`src/rtl/seg7_pkg.sv`:
```
// Shared seven-segment constants for the hex scan display.
// Segment bit 0 is CA and bit 6 is CG. All patterns are active-low.
package seg7_pkg;

    localparam logic [6:0] SEG_0 = 7'b1000000;
    localparam logic [6:0] SEG_1 = 7'b1111001;
    localparam logic [6:0] SEG_2 = 7'b0100100;
    localparam logic [6:0] SEG_3 = 7'b0110000;
    localparam logic [6:0] SEG_4 = 7'b0011001;
    localparam logic [6:0] SEG_5 = 7'b0010010;
    localparam logic [6:0] SEG_6 = 7'b0000010;
    localparam logic [6:0] SEG_7 = 7'b1111000;
    localparam logic [6:0] SEG_8 = 7'b0000000;
    localparam logic [6:0] SEG_9 = 7'b0010000;
    localparam logic [6:0] SEG_A = 7'b0001000;
    localparam logic [6:0] SEG_B = 7'b0000011;
    localparam logic [6:0] SEG_C = 7'b1000110;
    localparam logic [6:0] SEG_D = 7'b0100001;
    localparam logic [6:0] SEG_E = 7'b0000110;
    localparam logic [6:0] SEG_F = 7'b0001110;

    localparam logic [6:0] SEG_OFF = 7'b1111111;
    localparam logic [3:0] AN_OFF  = 4'b1111;

endpackage

```
`src/rtl/hex_to_seg7.sv`:
```
// Combinational decoder from one hex nibble to its seven-segment cathode pattern.
module hex_to_seg7
    import seg7_pkg::*;
(
    input  logic [3:0] i_nibble,
    output logic [6:0] o_seg
);

    always_comb begin
        o_seg = SEG_OFF;
        unique case (i_nibble)
            4'h0: o_seg = SEG_0;
            4'h1: o_seg = SEG_1;
            4'h2: o_seg = SEG_2;
            4'h3: o_seg = SEG_3;
            4'h4: o_seg = SEG_4;
            4'h5: o_seg = SEG_5;
            4'h6: o_seg = SEG_6;
            4'h7: o_seg = SEG_7;
            4'h8: o_seg = SEG_8;
            4'h9: o_seg = SEG_9;
            4'hA: o_seg = SEG_A;
            4'hB: o_seg = SEG_B;
            4'hC: o_seg = SEG_C;
            4'hD: o_seg = SEG_D;
            4'hE: o_seg = SEG_E;
            4'hF: o_seg = SEG_F;
        endcase
    end

endmodule

```
`src/rtl/hex_scan_display.sv`:
```
// Four-digit multiplexed hex display driver with registered anode/cathode outputs.
// Define HEX_SCAN_LZB_EN to enable leading-zero blanking.
module hex_scan_display
    import seg7_pkg::*;
#(
    parameter int unsigned REFRESH_DIV = 100000
) (
    input  logic        CLK100MHZ,
    input  logic        RST,
    input  logic [15:0] DATA,
    input  logic        LOAD,
    output logic [6:0]  SEG,
    output logic        DP,
    output logic [3:0]  AN
);

    localparam int unsigned PW = (REFRESH_DIV > 1) ? $clog2(REFRESH_DIV) : 1;
    localparam logic [PW-1:0] PRESC_MAX = PW'(REFRESH_DIV - 1);

    logic [15:0]   r_data;
    logic [PW-1:0] r_presc;
    logic [1:0]    r_idx;
    logic [3:0]    r_an;
    logic [6:0]    r_seg;

    logic          w_wrap;
    logic [15:0]   w_data_d;
    logic [PW-1:0] w_presc_d;
    logic [1:0]    w_idx_d;
    logic [3:0]    w_nibble;
    logic [6:0]    w_seg_hex;
    logic          w_blank;
    logic [3:0]    w_an_d;
    logic [6:0]    w_seg_d;

    // Outputs are computed from next-state so a capture or digit change shows on the same edge.
    assign w_wrap    = (r_presc == PRESC_MAX);
    assign w_data_d  = LOAD ? DATA : r_data;
    assign w_presc_d = w_wrap ? '0 : r_presc + PW'(1);
    assign w_idx_d   = w_wrap ? r_idx + 2'd1 : r_idx;
    assign w_nibble  = w_data_d[{w_idx_d, 2'b00} +: 4];

`ifdef HEX_SCAN_LZB_EN
    assign w_blank = (w_idx_d != 2'd0) && ((w_data_d >> {w_idx_d, 2'b00}) == 16'h0000);
`else
    assign w_blank = 1'b0;
`endif

    hex_to_seg7 u_hex_to_seg7 (
        .i_nibble (w_nibble),
        .o_seg    (w_seg_hex)
    );

    always_comb begin
        w_an_d  = AN_OFF;
        w_seg_d = SEG_OFF;
        if (!w_blank) begin
            w_an_d  = ~(4'b0001 << w_idx_d);
            w_seg_d = w_seg_hex;
        end
    end

    always_ff @(posedge CLK100MHZ) begin
        if (RST) begin
            r_data  <= 16'h0000;
            r_presc <= '0;
            r_idx   <= 2'd0;
            r_an    <= AN_OFF;
            r_seg   <= SEG_OFF;
        end else begin
            r_data  <= w_data_d;
            r_presc <= w_presc_d;
            r_idx   <= w_idx_d;
            r_an    <= w_an_d;
            r_seg   <= w_seg_d;
        end
    end

    assign SEG = r_seg;
    assign AN  = r_an;
    assign DP  = 1'b1;

endmodule

```
`config.mk`:
```
export PLATFORM = sky130hd
export DESIGN_NAME = hex_scan_display
export DESIGN_NICKNAME = d
export VERILOG_FILES = /design/src/rtl/seg7_pkg.sv /design/src/rtl/hex_to_seg7.sv /design/src/rtl/hex_scan_display.sv
export SDC_FILE = /design/constraint.sdc
export NUM_CORES = 1
export LEC_CHECK = 0
export CAP_MARGIN = 30
export CORE_MARGIN = 1
export CORE_UTILIZATION = 54
export CTS_CLUSTER_DIAMETER = 150
export DETAILED_ROUTE_END_ITERATION = 10
export PLACE_DENSITY_LB_ADDON = 0.05
export SLEW_MARGIN = 20
export SYNTH_ARGS = -nofsm -noshare
export SYNTH_HDL_FRONTEND = slang
export SYNTH_HIERARCHICAL = 1
export SYNTH_SLANG_ARGS = --single-unit
```
`constraint.sdc`:
```
create_clock -name CLK100MHZ -period 3.1 [get_ports CLK100MHZ]
set_input_delay 0.31 -clock CLK100MHZ [delete_from_list [all_inputs] [get_ports CLK100MHZ]]
set_output_delay 0.31 -clock CLK100MHZ [all_outputs]
set_load 0.02 [all_outputs]
```
# After elaboration in Yosys (flattened, before gate mapping)
# Memories as Yosys holds them, arrays and structs flattened. A register that Yosys moved wholly into a read port is not among the register bits.
# Index checks and enable logic that the tools add are counted.
# Widths: inputs -> output; s select.
[word_totals] register_bits=39 rom_bits=112 mem_count=1
[op_classes] add_sub_neg=2 n_eq_ne=1 n_shift=2 muxes=2 n_bitwise=1 n_reduce_logical=1
[mem_list] memory="(no name shown)" words=16 word_bits=7 read_ports=1 rd_ports_with_merged_regs=1 write_ports=0 line="hex_to_seg7.sv:11" source="unique case (i_nibble)"
[ops] op="$add 17x1->17 const B" n=1
[ops] op="$eq 17x17->1 const B" n=1
[ops] op="$mux 16" n=1
[ops] op="$shiftx 16x5->4" n=1
[ops] op="$not 4->4" n=1
[ops] op="$shl 1x2->4 const A" n=1
[ops] op="$add 2x1->2 const B" n=1
[ops] op="$mux 2" n=1
[ops] op="$reduce_or 2->1" n=1

# Longest topological paths before layout
[logic_depth] word_depth=4 mapped_depth=12

# By module
# Netlist, hierarchy kept.
[by_module_without_submodules] module="hex_scan_display" n_inst=1 cells_per_inst=211 area_each_um2=1960.6 seq_area_each_um2=920.9
[by_module_without_submodules] module="hex_to_seg7" n_inst=1 cells_per_inst=32 area_each_um2=275.3 seq_area_each_um2=0.0

# Worst setup path before layout
# OpenSTA, ideal clock, no wires.
[synth_timing] path_kind="register to register" from="register r_presc[0]" to="register r_seg[3], in the netlist SEG[3]" setup_ns=0.123 arrival_time_ns=2.726 required_ns=2.977 setup_slack_ns=0.250 path_stages_with_launch=11 cell_sequence="dfxtp_1 ha_1 and4_1 nand4_2 buf_4 a21oi_1 inv_1 ha_1 inv_1 mux4_1 or2_2"
[synth_between] elab_chain_len=3
[synth_lines] item="start, declared" line="hex_scan_display.sv:21" source="logic [PW-1:0] r_presc;"
[synth_lines] item="start signal, assigned" line="hex_scan_display.sv:72" source="r_presc <= w_presc_d;"
[synth_lines] item="$eq 17x17->1" line="hex_scan_display.sv:37" source="assign w_wrap = (r_presc == PRESC_MAX);"
[synth_lines] item="$mux 2" line="hex_scan_display.sv:40" source="assign w_idx_d = w_wrap ? r_idx + 2'd1 : r_idx;"
[synth_lines] item="$shiftx 16x5->4" line="hex_scan_display.sv:41" source="assign w_nibble = w_data_d[{w_idx_d, 2'b00} +: 4];"
[synth_lines] item="named net w_nibble[0]" line="hex_scan_display.sv:30" source="logic [3:0] w_nibble;"
[synth_lines] item="end, declared" line="hex_scan_display.sv:24" source="logic [6:0] r_seg;"
# The timed path passes the listed nets, and every way through them passes these cells.
# A chain may end at the register's enable or synchronous reset.

# Worst setup path after layout
# Ends and elaborated chain as after synthesis.

==> key figures <==
Run status
  – Status: finished clean

Global routing
  – Total track usage: 0.213
  – Antenna violations before repair: 0
  – Largest net degree at the start of global routing: 18
  – Congestion Overflow GR: 0
  – Vias in the first global route: between 1500 and 2000
  – Wire length of the first global-routing pass: around 6900 um

Timing
  – Hold Fails Final Rpt: 0
  – Max Clock Skew: 0.00405 ns
  – Final Setup Violations: 0
  – Setup TNS Final: 0 ns
  – Setup ws final: between 0.15 and 0.2 ns
  – Hold slack: just under 0.5 ns
  – Crit share post-route: 0.937
  – Slew @ Worst Pin: roughly 0.56 ns
  – Max-slew violation count: 0
  – RSZ-0062 raised after global routing: false
  – Final worst path period need: 2.90 ns
  – F_max: 344 MHz
  – Worst rel slew slack: 0.625

Floorplan
  – Ports: 31
  – DIE HEIGHT: roughly 66 um
  – Core Area: 4000 um2
  – Die Footprint: 4400 um2
  – # rows: 23
  – Die width: 66.3 um
  – Initial Util: 0.559

Synthesis
  – Synth unique cells: 39
  – Yosys warning count: 6
  – Asr flop ratio synth: 0
  – Yosys top cell area share: 0.412
  – Flip-flop and latch count after synthesis: 46
  – Yosys top cell by area: dfxtp_1
  – Top-count cell post-synth: dfxtp_1
  – Register area share after synthesis: 0.412
  – Synth Cell Area: about 2200 um2
  – Syn_nets: between 200 and 300
  – Post-synth EDFFs: 0
  – Top cells by count, synth: dfxtp_1, nor2_1, mux2i_1
  – Mean Syn Cell Area: roughly 9 um2
  – Synth top area cells: dfxtp_1, mux2i_1, nor2_1
  – Main synth FF type: dfxtp_1
  – Synth Instances: ~240

Setup path
  – FF-to-FF End: SEG[3]
  – Worst r2r src: r_presc[0]
  – Crit Path Category: reg2reg
  – Crit path DAT: 3.10 ns
  – R2r setup slk: 0.20 ns
  – Crit. Startpoint: r_presc[0]
  – CP max FO: 9
  – Crit end category: register
  – WP data required: around 3.3 ns
  – FF-to-FF path depth: 9
  – Startpoint types: register

Worst hold path
  – Worst Hold Launch: r_presc[0]
  – Worst hold endpoint: r_presc[0]
  – Worst hold path class: reg2reg
  – Hold Crit Depth: 1

Routing
  – Post-Route WL: 4240 um
  – Vias per inst: between 5 and 6
  – Post-DRT Antenna Nets: 0
  – DRC violations left: 0
  – Drt wl/cell: around 13 um
  – Routed vias: 1734
  – DRT Pass-1 Iters: 4
  – 1st-iter DRT viols: 88

CTS
  – CTS root buffer: clkbuf_8
  – TritonCTS clock tree: yes
  – Post-CTS Setup Bufs: 0
  – Num CTS Buffers: 5
  – Hold Buf Count CTS: 0
  – Post-CTS sizing: 0
  – H-tree depth: 2
  – Clock buffer depth: 2
  – Clock transition at path regs: 0.08 ns
  – Clk sinks: 46
  – Clock Latency Late Sink: 0.30 ns

Place
  – Post-place instance area: between 2000 and 3000 um2
  – Dpl hpwl: 2950 um
  – IO Port Bufs: 29
  – Placer Congestion: 0.809
  – Place WS: 0.0961 ns

Cells and area
  – Final nets: 301
  – Fin area: 2690 um2
  – Area grow syn2layout: 20.1%
  – Share of layout cells above drive strength 1: 0.116
  – Diode count: 0

Power and ir drop
  – Pwr per Cell Area: 440 nW/um2
  – Max VDD drop: 0.000248 V
  – Total Power: 1.18 mW
  – LEAKAGE: 1.09 nW

Job
  – Number of max-cap violations: 0
-- stage by stage --
step | instances | utilization
after global placement | 317 | 0.649
after CTS | 325 | 0.672
final | 325 | 0.672
after global routing | 325 | 0.672
after detailed placement | 317 | 0.649
after floorplan | 243 | -
-- how the worst max path moves through the flow --
stage | to | slack (ns) | cells past startpoint
2_1_floorplan | SEG[3] | 0.25 | 10
3_3_place_gp | SEG[3] | 0.17 | 10
3_5_place_dp | SEG[3] | 0.1 | 11
4_1_cts | SEG[3] | 0.24 | 9
5_1_grt | SEG[3] | 0.06 | 9
6_report | SEG[3] | 0.20 | 9
-- sequential cells by signal (all words and copies together) (netlist names) --
| name | cells |
|---|---|
| AN | 4 |
| SEG | 7 |
| r_data | 16 |
| r_idx | 2 |
| r_presc | 17 |
-- kinds of logic (layout without fill, tap and decap cells) --
group | after synthesis | count (layout) | synth area share
and+or+nand+nor | 96 | 96 | 0.222
DFF | 46 | 46 | 0.412
AOI/OAI and AO/OA | 30 | 30 | 0.0907
muxes | 25 | 25 | 0.120
buffers and inverters | 21 | 53 | 0.0464
xor gates and xnor gates | 16 | 16 | 0.0627
adders and majority gates | 8 | 8 | 0.0448
other | 1 | 1 | 0.00168
-- power breakdown --
group,internal (mW),switching [mW],total (mW)
Clock,0.180,0.196,0.376
Sequential,0.616,0.00951,0.626
Combinational,0.0941,0.0875,0.182
Total,0.890,0.293,1.18
-- critical path: stages, from the launching register on --
cell	delay [ns]
dfxtp_1	0.41
ha_1	0.26
and4_1	0.29
nand4_2	0.25
a21oi_1	0.31
inv_1	0.16
ha_1	0.30
inv_1	0.05
mux4_1	0.48
or2_2	0.28
-- layout make-up --
type	instances	area, um2
clock inverters	1	5.00
fillers	343	1310
repair buffers	39	378
clock buffers	7	86.3
multi-input cells	176	1210
inverters	6	22.5
well taps	50	62.6
flip-flops and latches	46	921
-- cells in the final DEF (no fill, tap or decap), drive strengths merged --
master and instances:
nand4 6, xnor2 12, inv 6, nand3 6, conb 1, a32o 1, clkbuf 7, and4 1
nor2b 3, or2 10, mux2 1, and2 1, nand2b 4, and4bb 2, and2b 1, a22oi 16
nor4 5, a21oi 9, nor4b 1, or3b 1, nand2 10, a22o 2, dfxtp 46, mux4 1
xor2 4, clkdlybuf4s50 29, nor3 3, nor2 42, buf 10, o21ai 2, mux2i 23, ha 8
clkinv 1
-- per-layer routing --
metal	GRT usage	routed length, um
met1	0.283	2170
met2	0.320	1810
met3	0.0638	195
met4	0.0851	64
met5	0	0
No activity file was read; power rests on OpenSTA's default activity.
